--- src/rtl/acc32_seq.sv ---
// acc32_seq: streaming 32-bit accumulator around one cla32 adder.
// Optional unsigned saturation is enabled by defining ACC32_SAT_EN.

module cla32 (
  input  logic [31:0] a_i,
  input  logic [31:0] b_i,
  input  logic        ci_i,
  output logic [31:0] s_o,
  output logic        co_o
);

  logic [31:0] g;
  logic [31:0] p;
  logic [31:0] c;
  logic [7:0]  gg;
  logic [7:0]  gp;
  logic [8:0]  gc;

  // 4-bit lookahead groups, group carries chained across the word
  always_comb begin
    g  = a_i & b_i;
    p  = a_i ^ b_i;
    gg = '0;
    gp = '0;
    gc = '0;
    c  = '0;
    for (int k = 0; k < 8; k++) begin
      gp[k] = 1'b1;
      for (int j = 0; j < 4; j++) begin
        gg[k] = g[4*k+j] | (p[4*k+j] & gg[k]);
        gp[k] = gp[k] & p[4*k+j];
      end
    end
    gc[0] = ci_i;
    for (int k = 0; k < 8; k++) begin
      gc[k+1] = gg[k] | (gp[k] & gc[k]);
    end
    for (int k = 0; k < 8; k++) begin
      c[4*k] = gc[k];
      for (int j = 0; j < 3; j++) begin
        c[4*k+j+1] = g[4*k+j] | (p[4*k+j] & c[4*k+j]);
      end
    end
    s_o  = p ^ c;
    co_o = gc[8];
  end

endmodule

module acc32_seq (
  input  logic        clk,
  input  logic        reset_n,
  input  logic        clear,
  input  logic        in_valid,
  input  logic [31:0] in_data,
  input  logic        in_last,
  output logic        in_ready,
  output logic        out_valid,
  input  logic        out_ready,
  output logic [31:0] out_sum,
  output logic        out_co,
  output logic        out_ovf,
  output logic [7:0]  out_cnt
);

  typedef enum logic [1:0] {
    IDLE = 2'd0,
    ACC  = 2'd1,
    DONE = 2'd2
  } state_t;

  state_t      state_q;
  state_t      state_d;
  logic [31:0] acc_q;
  logic [31:0] acc_d;
  logic [7:0]  cnt_q;
  logic [7:0]  cnt_d;
  logic        co_q;
  logic        co_d;
  logic        ovf_q;
  logic        ovf_d;

  logic        accept;
  logic        idle;
  logic [31:0] add_a;
  logic [31:0] sum;
  logic        co;
  logic        ovf_raw;
  logic        co_base;
  logic        ovf_base;

  assign idle   = (state_q == IDLE);
  assign accept = in_valid & in_ready;
  assign add_a  = idle ? 32'd0 : acc_q;

  cla32 u_cla (
    .a_i  (add_a),
    .b_i  (in_data),
    .ci_i (1'b0),
    .s_o  (sum),
    .co_o (co)
  );

  // Signed overflow judged on the raw adder result in both builds
  assign ovf_raw  = (add_a[31] == in_data[31]) &
                    (sum[31] != add_a[31]);
  assign co_base  = idle ? 1'b0 : co_q;
  assign ovf_base = idle ? 1'b0 : ovf_q;

  // State register
  always_ff @(posedge clk or negedge reset_n) begin
    if (!reset_n) begin
      state_q <= IDLE;
    end else begin
      state_q <= state_d;
    end
  end

  // Next-state logic; clear overrides every transition
  always_comb begin
    state_d = state_q;
    if (clear) begin
      state_d = IDLE;
    end else begin
      unique case (state_q)
        IDLE, ACC: begin
          if (accept) begin
            state_d = in_last ? DONE : ACC;
          end
        end
        DONE: begin
          if (out_ready) begin
            state_d = IDLE;
          end
        end
        default: state_d = IDLE;
      endcase
    end
  end

  // Handshake outputs decoded from state only
  always_comb begin
    in_ready  = 1'b1;
    out_valid = 1'b0;
    unique case (state_q)
      IDLE, ACC: begin
        in_ready  = 1'b1;
        out_valid = 1'b0;
      end
      DONE: begin
        in_ready  = 1'b0;
        out_valid = 1'b1;
      end
      default: begin
        in_ready  = 1'b1;
        out_valid = 1'b0;
      end
    endcase
  end

  // Datapath next-state: accumulate, count, sticky flags
  always_comb begin
    acc_d = acc_q;
    cnt_d = cnt_q;
    co_d  = co_q;
    ovf_d = ovf_q;
    if (clear) begin
      acc_d = '0;
      cnt_d = '0;
      co_d  = 1'b0;
      ovf_d = 1'b0;
    end else if (accept) begin
`ifdef ACC32_SAT_EN
      acc_d = co ? 32'hFFFF_FFFF : sum;
`else
      acc_d = sum;
`endif
      co_d  = co_base | co;
      ovf_d = ovf_base | ovf_raw;
      cnt_d = idle ? 8'd1 :
              (cnt_q == 8'hFF) ? cnt_q : cnt_q + 8'd1;
    end else if ((state_q == DONE) && out_ready) begin
      acc_d = '0;
      cnt_d = '0;
      co_d  = 1'b0;
      ovf_d = 1'b0;
    end
  end

  // Datapath registers
  always_ff @(posedge clk or negedge reset_n) begin
    if (!reset_n) begin
      acc_q <= '0;
      cnt_q <= '0;
      co_q  <= 1'b0;
      ovf_q <= 1'b0;
    end else begin
      acc_q <= acc_d;
      cnt_q <= cnt_d;
      co_q  <= co_d;
      ovf_q <= ovf_d;
    end
  end

  assign out_sum = acc_q;
  assign out_cnt = cnt_q;
  assign out_co  = co_q;
  assign out_ovf = ovf_q;

endmodule

--- config.mk ---
export PLATFORM = sky130hd
export DESIGN_NAME = acc32_seq
export DESIGN_NICKNAME = d
export VERILOG_FILES = /design/src/rtl/acc32_seq.sv
export SDC_FILE = /design/constraint.sdc
export NUM_CORES = 1
export LEC_CHECK = 0
export BUFFER_PORTS_ARGS = -buffer_cell sky130_fd_sc_hd__buf_2
export CORE_UTILIZATION = 54
export CTS_CLUSTER_SIZE = 40
export DETAILED_ROUTE_END_ITERATION = 10
export PLACE_DENSITY_LB_ADDON = 0.08
export SYNTH_ARGS = -nofsm -noshare
export SYNTH_HDL_FRONTEND = slang
export SYNTH_SLANG_ARGS = --single-unit
--- constraint.sdc ---
create_clock -name clk -period 5.7 [get_ports clk]
set_input_delay 0.855 -clock clk [delete_from_list [all_inputs] [get_ports clk]]
set_output_delay 0.855 -clock clk [all_outputs]
set_load 0.05 [all_outputs]
# Yosys cells after proc, flatten, opt, wreduce, memory -nomap -nowiden
# Cells that the tools add are included.
dict set report word_totals {
  elab_cells 175
  ram_bits 0
  reg_bits 44
  output_inout_bits 44
  romBits 0
  n_memories 0
  in_bits 38
  latch_bits 0
}
dict set report classes {
  mux 23
  n_eq_ne 8
  n_bitwise 132
  n_reduce_logical 6
  n_div 0
  addsub 1
  n_mul 0
  order_cmp 0
  n_shift 0
}
# cell count
set ops {}
lappend ops {{32-bit two-way mux} 4}
lappend ops {{1-bit bitwise AND} 75}
lappend ops {{32-bit XOR} 2}
lappend ops {{1-bit bitwise OR} 54}
lappend ops {{8-bit two-way mux} 5}
lappend ops {{32-bit bitwise AND} 1}
lappend ops {{1-bit two-way mux} 9}
lappend ops {{8-bit by 1-bit adder with 8-bit output, second input constant} 1}
lappend ops {{8-bit == test, second input constant} 1}
lappend ops {{2-bit two-way mux} 4}
lappend ops {{3-bit != test, second input constant} 2}
lappend ops {{4-bit != test, second input constant} 1}
lappend ops {{2-bit case mux with 2 select lines} 1}
lappend ops {{2-bit AND reduction} 2}
lappend ops {{3-bit nonzero test} 1}
lappend ops {{2-bit by 1-bit == test with 1-bit output, second input constant} 1}
lappend ops {{2-bit == test, second input constant} 1}
lappend ops {{2-bit zero test} 1}
lappend ops {{2-bit OR reduction} 1}
lappend ops {{1-bit == test} 1}
lappend ops {{1-bit logical AND} 1}
lappend ops {{1-bit != test} 1}

# Depth between registers and ports, before layout
# Gate-level depths: netlist of the first run.
dict set report depth {
  word_depth 33
  depth_mapped 19
  ltp_nobuf 17
}

# Cells and area by module
# A second synthesis of the first run with hierarchy kept.
dict set report unflattened {
  hier_cells 311
  hier_area_um2 3382.0
}
# module cells_per_inst seq_area_each_um2 n_inst area_each_um2
set modules_own_cells {}
lappend modules_own_cells {acc32_seq 180 1101.1 1 2023.2}
lappend modules_own_cells {cla32 131 0.0 1 1358.8}

# Least setup slack after synthesis of the first run
# OpenSTA, ideal clock, no wires.
dict set report synth_path {
  kind {register to register}
  from {register state_q[1]}
  to {register ovf_q (netlist: out_ovf)}
  path_stages_with_launch 20
  slack_ps 557
  arrival_ps 5022
  period_less_slack_ps 5143
  path_buffers 2
  required_time_ps 5578
  setup_time_ps 122
  path_cell_list {dfrtp_1 > or2_2 > clkbuf_1 > clkbuf_1 > and2_1 > ha_1 > inv_1 > fa_1 > fa_1 > fa_1 > nor2b_1 > o31ai_1 > a2111o_1 > a31oi_1 > a21oi_1 > fa_1 > fa_1 > fa_1 > xnor2_1 > a32o_1}
}
dict set report synth_via {
  elab_chain_len 33
  word_cells_on_any_way 95
  classes_between {eq/ne: 3; mux: 5; bitwise: 84; reduce/logical: 3}
}
# item line_no
set synth_rtl {}
lappend synth_rtl {{start, declared} 72} ;# state_t state_q;
lappend synth_rtl {{start signal, assigned} 115} ;# state_q <= state_d;
lappend synth_rtl {{2-bit zero test} 92} ;# assign idle = (state_q == IDLE);
lappend synth_rtl {{32-bit two-way mux} 94} ;# assign add_a = idle ? 32'd0 : acc_q;
lappend synth_rtl {{32-bit XOR or 32-bit bitwise AND (tied branches)} {22, 21}}
lappend synth_rtl {{1-bit bitwise AND} 30} ;# gg[k] = g[4*k+j] | (p[4*k+j] & gg[k]);
lappend synth_rtl {{1-bit bitwise OR} 30}
lappend synth_rtl {{1-bit bitwise AND} 30}
lappend synth_rtl {{1-bit bitwise OR} 30}
lappend synth_rtl {{1-bit bitwise AND} 30}
lappend synth_rtl {{[... 17 more ...]} n/a}
lappend synth_rtl {{1-bit bitwise AND} 41} ;# c[4*k+j+1] = g[4*k+j] | (p[4*k+j] & c[4*k+j]);
lappend synth_rtl {{1-bit bitwise OR} 41}
lappend synth_rtl {{32-bit XOR} 44} ;# s_o = p ^ c;
lappend synth_rtl {{1-bit != test} 106} ;# (sum[31] != add_a[31]);
lappend synth_rtl {{1-bit bitwise AND} 105} ;# assign ovf_raw = (add_a[31] == in_data[31]) &
lappend synth_rtl {{1-bit bitwise OR} 179} ;# ovf_d = ovf_base | ovf_raw;
lappend synth_rtl {{1-bit two-way mux} 172} ;# end else if (accept) begin
lappend synth_rtl {{1-bit two-way mux} 167} ;# if (clear) begin
lappend synth_rtl {{end signal, assigned} 201} ;# ovf_q <= ovf_d;
lappend synth_rtl {{end, declared} 80} ;# logic ovf_q;
# Parallel ways exist; a longest one is shown, timed or not.
# A chain may end at the register's enable or synchronous reset.

# Final worst setup path of the first run
# Same ends and word-level chain as after synthesis.

==> summary.md, run 1 <==
| Metric | Value |
|---|---|
| Commonest non-fill, non-tap cell in the layout | buf_2 |
| Setup violators final | 0 |
| Layout cells sized above 1 | 22.9% |
| Worst slew pin tran | 1000 ps |
| YS warnings | 0 |
| GR Overflow Total | 0 |
| Mapped Cells | 361 |
| Top FF cell, synth | dfrtp_1 |
| Total routing usage reported by global routing | 23.7% |
| Post-DR wirelength/cell | 13.5 um |
| Antenna-violating nets left | 0 |
| Crit end category | flip-flop |
| Fillers | 528 |
| Die area | 0.00648 mm^2 |
| Crit path time final | 5070 ps |
| Hold Crit Depth | 1 |
| Post-layout nets | 532 |
| Worst R2R Start | state_q[1]$_DFFE_PN0P_ |
| Die H | 80.5 um |
| Commonest cells after routing, fill and taps aside | buf_2 (81), nand2_1 (64), inv_1 (49) |
| Crit Path Max Fanout | 6 |
| Hold Fails Final Rpt | 0 |
| First-pass GRT wire length | 11800 um |
| Critical Path AT | 5270 ps |
| Final worst slack | 626 ps |
| Drt total wl | 6990 um |
| WHS Endpoint | out_ovf$_DFFE_PN0P_ |
| R2R depth | 17 |
| Clock Pin Slew Worst Setup and Hold Paths | 90 ps |
| CTS tree | yes |
| Leading post-synthesis cells by cell area | dfrtp_1 (33%), fa_1 (14%), ha_1 (11%) |
| I/O Buffers | 81 |
| R2R Setup Slk | 630 ps |
| CP Launch Type | flip-flop |
| Maximum vdd drop | 0.124 mV |
| CTS Buffer Depth | 2 |
| Synth Cell Area | 0.00333 mm^2 |
| CTS HTree Levels | 2 |
| Pwr dens | 209 mW/mm^2 |
| Maxcap violations | 0 |
| Clock skew | 7.47 ps |
| RSZ-0062 raised after global routing | no |
| Top-area cell type share of the netlist area | 33.1% |
| DP HPWL | 5210 um |
| Min-delay src | out_ovf$_DFFE_PN0P_ |
| Status | finished clean |
| Worst slack at placement | 369 ps |
| # rows | 28 |
| Async SR Flop Fraction | 100% |
| EDFF count, synth | 0 |
| CTS resizes | 0 |
| Period utilisation layout | 89.0% |
| Seq/Total Area, Yosys | 33.1% |
| DRC marker count from the first detailed-route iteration | 113 |
| Via count | 2716 |
| Slew margin rel. | 33.1% |
| Number of synthesized register bits | 44 |
| Post-synth cell types | 46 |
| Total clock buffers created by CTS | 5 |
| Vias per cell | 5.26 |
| Setup tns final | 0 ps |
| Root buffer selected by CTS | clkbuf_8 |
| Syn Area/Cell | 9.22 um^2 |
| Vias in the first global route | 2662 |
| Die width | 80.5 um |
| Global placement routability congestion | 0.838 |
| Initial DRT Pass Iterations | 4 |
| Crit path required time | 5900 ps |
| Slowest stage delay, CP | 450 ps |
| CP Class | reg2reg |
| Min-Delay Path Class | reg2reg |
| Initial antenna violation count | 0 |
| Synth area leader | dfrtp_1 |
| Clock Sinks | 44 |
| R2R Path End | out_ovf$_DFFE_PN0P_ |
| Core area | 0.00592 mm^2 |
| DRC Markers | 0 |
| # Post-CTS Setup Buffers | 0 |
| Largest net degree at the start of global routing | 45 |
| Hold_buf cts | 0 |
| Leak | 0.00214 uW |
| I/O pin count | 82 |
| Most used cell along the critical path | fa_1 |
| Slew Viols, Final | 0 |
| Critical path, cell by cell | or2_2, and2_1, ha_1, inv_1, fa_1, fa_1, fa_1, nor2b_1, o31ai_1, a2111o_1, a31oi_1, a21oi_1, fa_1, fa_1, fa_1, xnor2_1, a32o_1 |
| Peak Freq | 197 MHz |
| Crit-path slowest cell | fa_1 |
| Initial Util | 56.2% |
| Synth-to-Final Area Change | 16.8% |
| Clk Latency, worst-skew pair | 300 ps |
| Antenna Cells | 0 |
| Syn_nets | 453 |
[critical path, delay by kind of cell, from the launching register on]
| kind | cells | cell delay (ps) |
|---|---|---|
| fa+ha+maj | 7 | 2740 |
| compound gates | 5 | 1200 |
| flops | 1 | 420 |
| xor+xnor | 1 | 150 |
| simple gates | 3 | 420 |
| buf+inv | 1 | 60 |
[power breakdown]
part           switching [uW]  total, uW  internal, uW  leakage (uW)
Combinational             176        250          74.3       0.00150
Sequential               18.1        352           333      0.000592
Clock                     113        212          98.7     0.0000445
Total                     307        814           506       0.00214
[cells in the mapped netlist, types with 4 or more instances]
cell type	number
clkbuf_1	8
a21oi_1	11
a21o_1	4
nand4_1	7
inv_1	49
nand3_1	6
nor2_1	14
fa_1	24
xor2_1	12
ha_1	30
nand2_1	64
dfrtp_1	44
and2_1	11
o21ai_1	32
[logic make-up after synthesis]
| family | share of synthesized area [%] |
|---|---|
| adder cells (fa/ha/maj) | 25.7 |
| flip-flops | 33.1 |
| AND/OR/NAND/NOR | 15.9 |
| buffers and inverters | 7.45 |
| XOR/XNOR | 3.42 |
| AO/OA/AOI/OAI | 14.4 |
[registers in the layout (all words and copies together) (netlist names)]
signal,cells
out_cnt,8
out_sum,32
out_co,1
out_ovf,1
state_q,2
[routing by layer]
| metal | vias to the layer above | part of all wire, % | GRT usage [%] |
|---|---|---|---|
| met3 | 5 | 4.0 | 3.64 |
| met1 | 1303 | 47 | 30.7 |
| met2 | 59 | 48 | 41.2 |
| met5 | - | 0 | 0 |
| li1 | 1349 | - | - |
| met4 | 0 | 0.87 | 5.36 |
[worst max-delay path by stage]
stage	startpoint	endpoint	cells after the start
2_1_floorplan	state_q[1]$_DFFE_PN0P_	out_ovf$_DFFE_PN0P_	19
3_3_place_gp	in_data[0]	out_ovf$_DFFE_PN0P_	16
3_5_place_dp	in_data[0]	out_ovf$_DFFE_PN0P_	16
4_1_cts	state_q[1]$_DFFE_PN0P_	out_ovf$_DFFE_PN0P_	17
5_1_grt	state_q[1]$_DFFE_PN0P_	out_ovf$_DFFE_PN0P_	17
6_report	state_q[1]$_DFFE_PN0P_	out_ovf$_DFFE_PN0P_	17
[through the flow]
step	std cells	cell area [um^2]	power (uW)	hold WS [ps]	utilization [%]
after floorplan	361	3330	536	484	-
after global placement	508	3790	605	488	64.1
after detailed placement	508	3790	610	491	64.1
after CTS	516	3890	820	510	65.6
after global routing	516	3890	858	528	65.6
final	516	3890	814	511	65.6
[final cells by class]
cell class | instances | area [um^2] | share of cell area, %
clock inverter | 1 | 7.51 | 0.193
clock buffer | 7 | 86.3 | 2.22
sequential | 44 | 1100 | 28.3
timing repair buffer | 84 | 428 | 11.0
inverter | 51 | 191 | 4.93
multi-input combinational | 254 | 1980 | 50.9
tap | 75 | 93.8 | 2.41
Power figures use the tool's default switching activity.
==> run 2, diff against run 1 <==
SYNTH_HIERARCHICAL = 1   (was default)
==> run 2 against run 1 <==
Total power rose by 5.9%. Cell area rose by 1.5%. Hold slack got worse by 8.8 ps. Utilization rose by 0.23 points. Largest power group unchanged. Worst setup slack improved by 700 ps. Combinational power rose by 7%. Critical path type unchanged. Global-route usage fell by 0.17 points.
==> summary.md, run 2 <==
| Metric | Value |
|---|---|
| Hold Fails Final Rpt | 0 |
| I/O pin count | 82 |
| Antenna Cells | 0 |
| Switch share | 35.9% |
| Worst slew pin tran | 1000 ps |
| Seq/Total Area, Yosys | 32.6% |
| Largest net degree at the start of global routing | 45 |
| Commonest cells after routing, fill and taps aside | buf_2 (81), dfrtp_1 (44), a22o_1 (34) |
| Crit end category | flip-flop |
| Max FFs per register | 32 |
| Crit path required time | 5900 ps |
| Post-synth cell types | 50 |
| Async SR Flop Fraction | 100% |
| CP Launch Type | flip-flop |
| Top FF cell, synth | dfrtp_1 |
| Die area | 0.00658 mm^2 |
| Min-Delay Path Class | reg2reg |
| Top-area cell type share of the netlist area | 32.6% |
| CTS tree | yes |
| Period utilisation layout | 76.7% |
| Vias per cell | 5.65 |
| Crit path time final | 4370 ps |
| EDFF count, synth | 0 |
| Via count | 2645 |
| Drt total wl | 7170 um |
| Synth top cells by count | dfrtp_1 (44), a22o_1 (34), ha_1 (33), nor2b_1 (31), fa_1 (24) |
| Slowest stage delay, CP | 460 ps |
| Antenna-violating nets left | 0 |
| Register area | 0.00110 mm^2 |
| Maxcap violations | 0 |
| Hold_buf cts | 0 |
| # rows | 28 |
| Root buffer selected by CTS | clkbuf_8 |
| # Post-CTS Setup Buffers | 0 |
| CP Class | reg2reg |
| Fillers | 502 |
| Critical path, cell by cell | nor2_2, buf_4, nor2b_1, ha_1, a21oi_1, o211ai_2, a311oi_2, nand2_2, o21ai_2, inv_1, fa_1, fa_1, fa_1, xor2_1, nand2b_1, o22ai_1, a22o_1 |
| Maximum vdd drop | 0.126 mV |
| Initial DRT Pass Iterations | 4 |
| DRC marker count from the first detailed-route iteration | 85 |
| Initial antenna violation count | 0 |
| Total routing usage reported by global routing | 23.5% |
| Crit Path Max Fanout | 32 |
| I/O Buffers | 81 |
| RSZ-0062 raised after global routing | no |
| Status | finished clean |
| Clk network pwr share | 28.1% |
| Slew Viols, Final | 0 |
| Pwr dens | 218 mW/mm^2 |
| Most used cell along the critical path | fa_1 |
| Mapped Cells | 311 |
| Core area | 0.00599 mm^2 |
| Switching power | 309 uW |
| Post-layout nets | 487 |
| Post-DR wirelength/cell | 15.3 um |
| Slew margin rel. | 33.2% |
| DRC Markers | 0 |
| CTS Buffer Depth | 2 |
| Leading post-synthesis cells by cell area | dfrtp_1 (33%), fa_1 (14%), ha_1 (12%) |
| First-pass GRT wire length | 11900 um |
| Count leader, synth | dfrtp_1 |
| Crit-path slowest cell | dfrtp_1 |
| Clock Pin Slew Worst Setup and Hold Paths | 90 ps |
| CTS HTree Levels | 2 |
| Setup violators final | 0 |
| CTS resizes | 0 |
| Die width | 81.1 um |
| Pint | 552 uW |
| Initial Util | 56.5% |
| Sequential share of power | 40.8% |
| Global placement routability congestion | 0.832 |
| Clk Latency, worst-skew pair | 300 ps |
| Clock skew | 8.41 ps |
| Die H | 81.1 um |
| Commonest non-fill, non-tap cell in the layout | buf_2 |
| Synth-to-Final Area Change | 16.7% |
| DP HPWL | 5270 um |
| Number of synthesized register bits | 44 |
| Synth Cell Area | 0.00338 mm^2 |
| Syn Area/Cell | 10.9 um^2 |
| Multi-input logic area | 0.00217 mm^2 |
| Leak | 0.00211 uW |
| YS warnings | 6 |
| Total clock buffers created by CTS | 5 |
| Setup tns final | 0 ps |
| Synth area leader | dfrtp_1 |
| Peak Freq | 229 MHz |
| Clock Sinks | 44 |
| Layout cells sized above 1 | 26.7% |
| GR Overflow Total | 0 |
| Logic pwr share | 31.1% |
| Vias in the first global route | 2614 |
| Critical Path AT | 4570 ps |
| Post-layout util | 65.9% |
[run 2: final cells by class]
type	count	area share (%)
inverters	14	1.40
repair buffers	83	10.7
clock buffers	6	1.84
flip-flops and latches	44	27.9
multi-input cells	244	54.9
well taps	75	2.38
clock inverters	2	0.888
[run 2: kinds of logic after synthesis]
kind of cell / Yosys count / synth area share, %
multiplexers: 3 / 1.04
buffers and inverters: 24 / 3.51
other: 1 / 0.111
XOR/XNOR: 8 / 2.07
AND/OR/NAND/NOR: 81 / 13.9
adder cells (fa/ha/maj): 57 / 26.4
AO/OA/AOI/OAI: 93 / 20.4
flip-flops: 44 / 32.6
[run 2: metal layers]
metal	track usage (%)	routed length, um
met4	4.29	59
met3	4.27	257
met1	31.5	3400
met2	39.9	3450
met5	0	0
[run 2: path summary, 6_finish.rpt]
kind	from	to	slack, ps	cells past startpoint
min	out_co$_DFFE_PN0P_	out_co$_DFFE_PN0P_	500	1
min reg2reg	out_co$_DFFE_PN0P_	out_co$_DFFE_PN0P_	500	1
max in group asynchronous	reset_n	out_sum[6]$_DFFE_PN0P_	4350	1
min in group asynchronous	reset_n	out_sum[0]$_DFFE_PN0P_	720	1
max	state_q[1]$_DFFE_PN0P_	out_ovf$_DFFE_PN0P_	1330	17
max reg2reg	state_q[1]$_DFFE_PN0P_	out_ovf$_DFFE_PN0P_	1330	17
[run 2: metrics by stage]
stage / total power, uW / hold WS, ps / worst slack (ps) / instances / instance area (um^2)
floorplan: 549 / 530 / 1610 / 312 / 3390
global placement: 622 / 480 / 1460 / 460 / 3840
detailed placement: 625 / 486 / 1330 / 460 / 3840
CTS: 871 / 507 / 1320 / 468 / 3950
global route: 905 / 524 / 1050 / 468 / 3950
finish: 862 / 502 / 1330 / 468 / 3950
[run 2: power by group through the flow]
stage               registers, uW  logic (uW)  clock network, uW
detailed placement            357         268                  0
floorplan                     429         120                  0
global route                  355         294                256
finish                        352         268                242
CTS                           352         270                249
global placement              357         265                  0
[run 2: critical path, delay by kind of cell, from the launching register on]
| family | cells | cell delay (ps) |
|---|---|---|
| AND/OR/NAND/NOR | 4 | 530 |
| XOR/XNOR | 1 | 220 |
| AO/OA/AOI/OAI | 6 | 1120 |
| buffers and inverters | 2 | 410 |
| adder cells (fa/ha/maj) | 4 | 1530 |
| flip-flops | 1 | 460 |
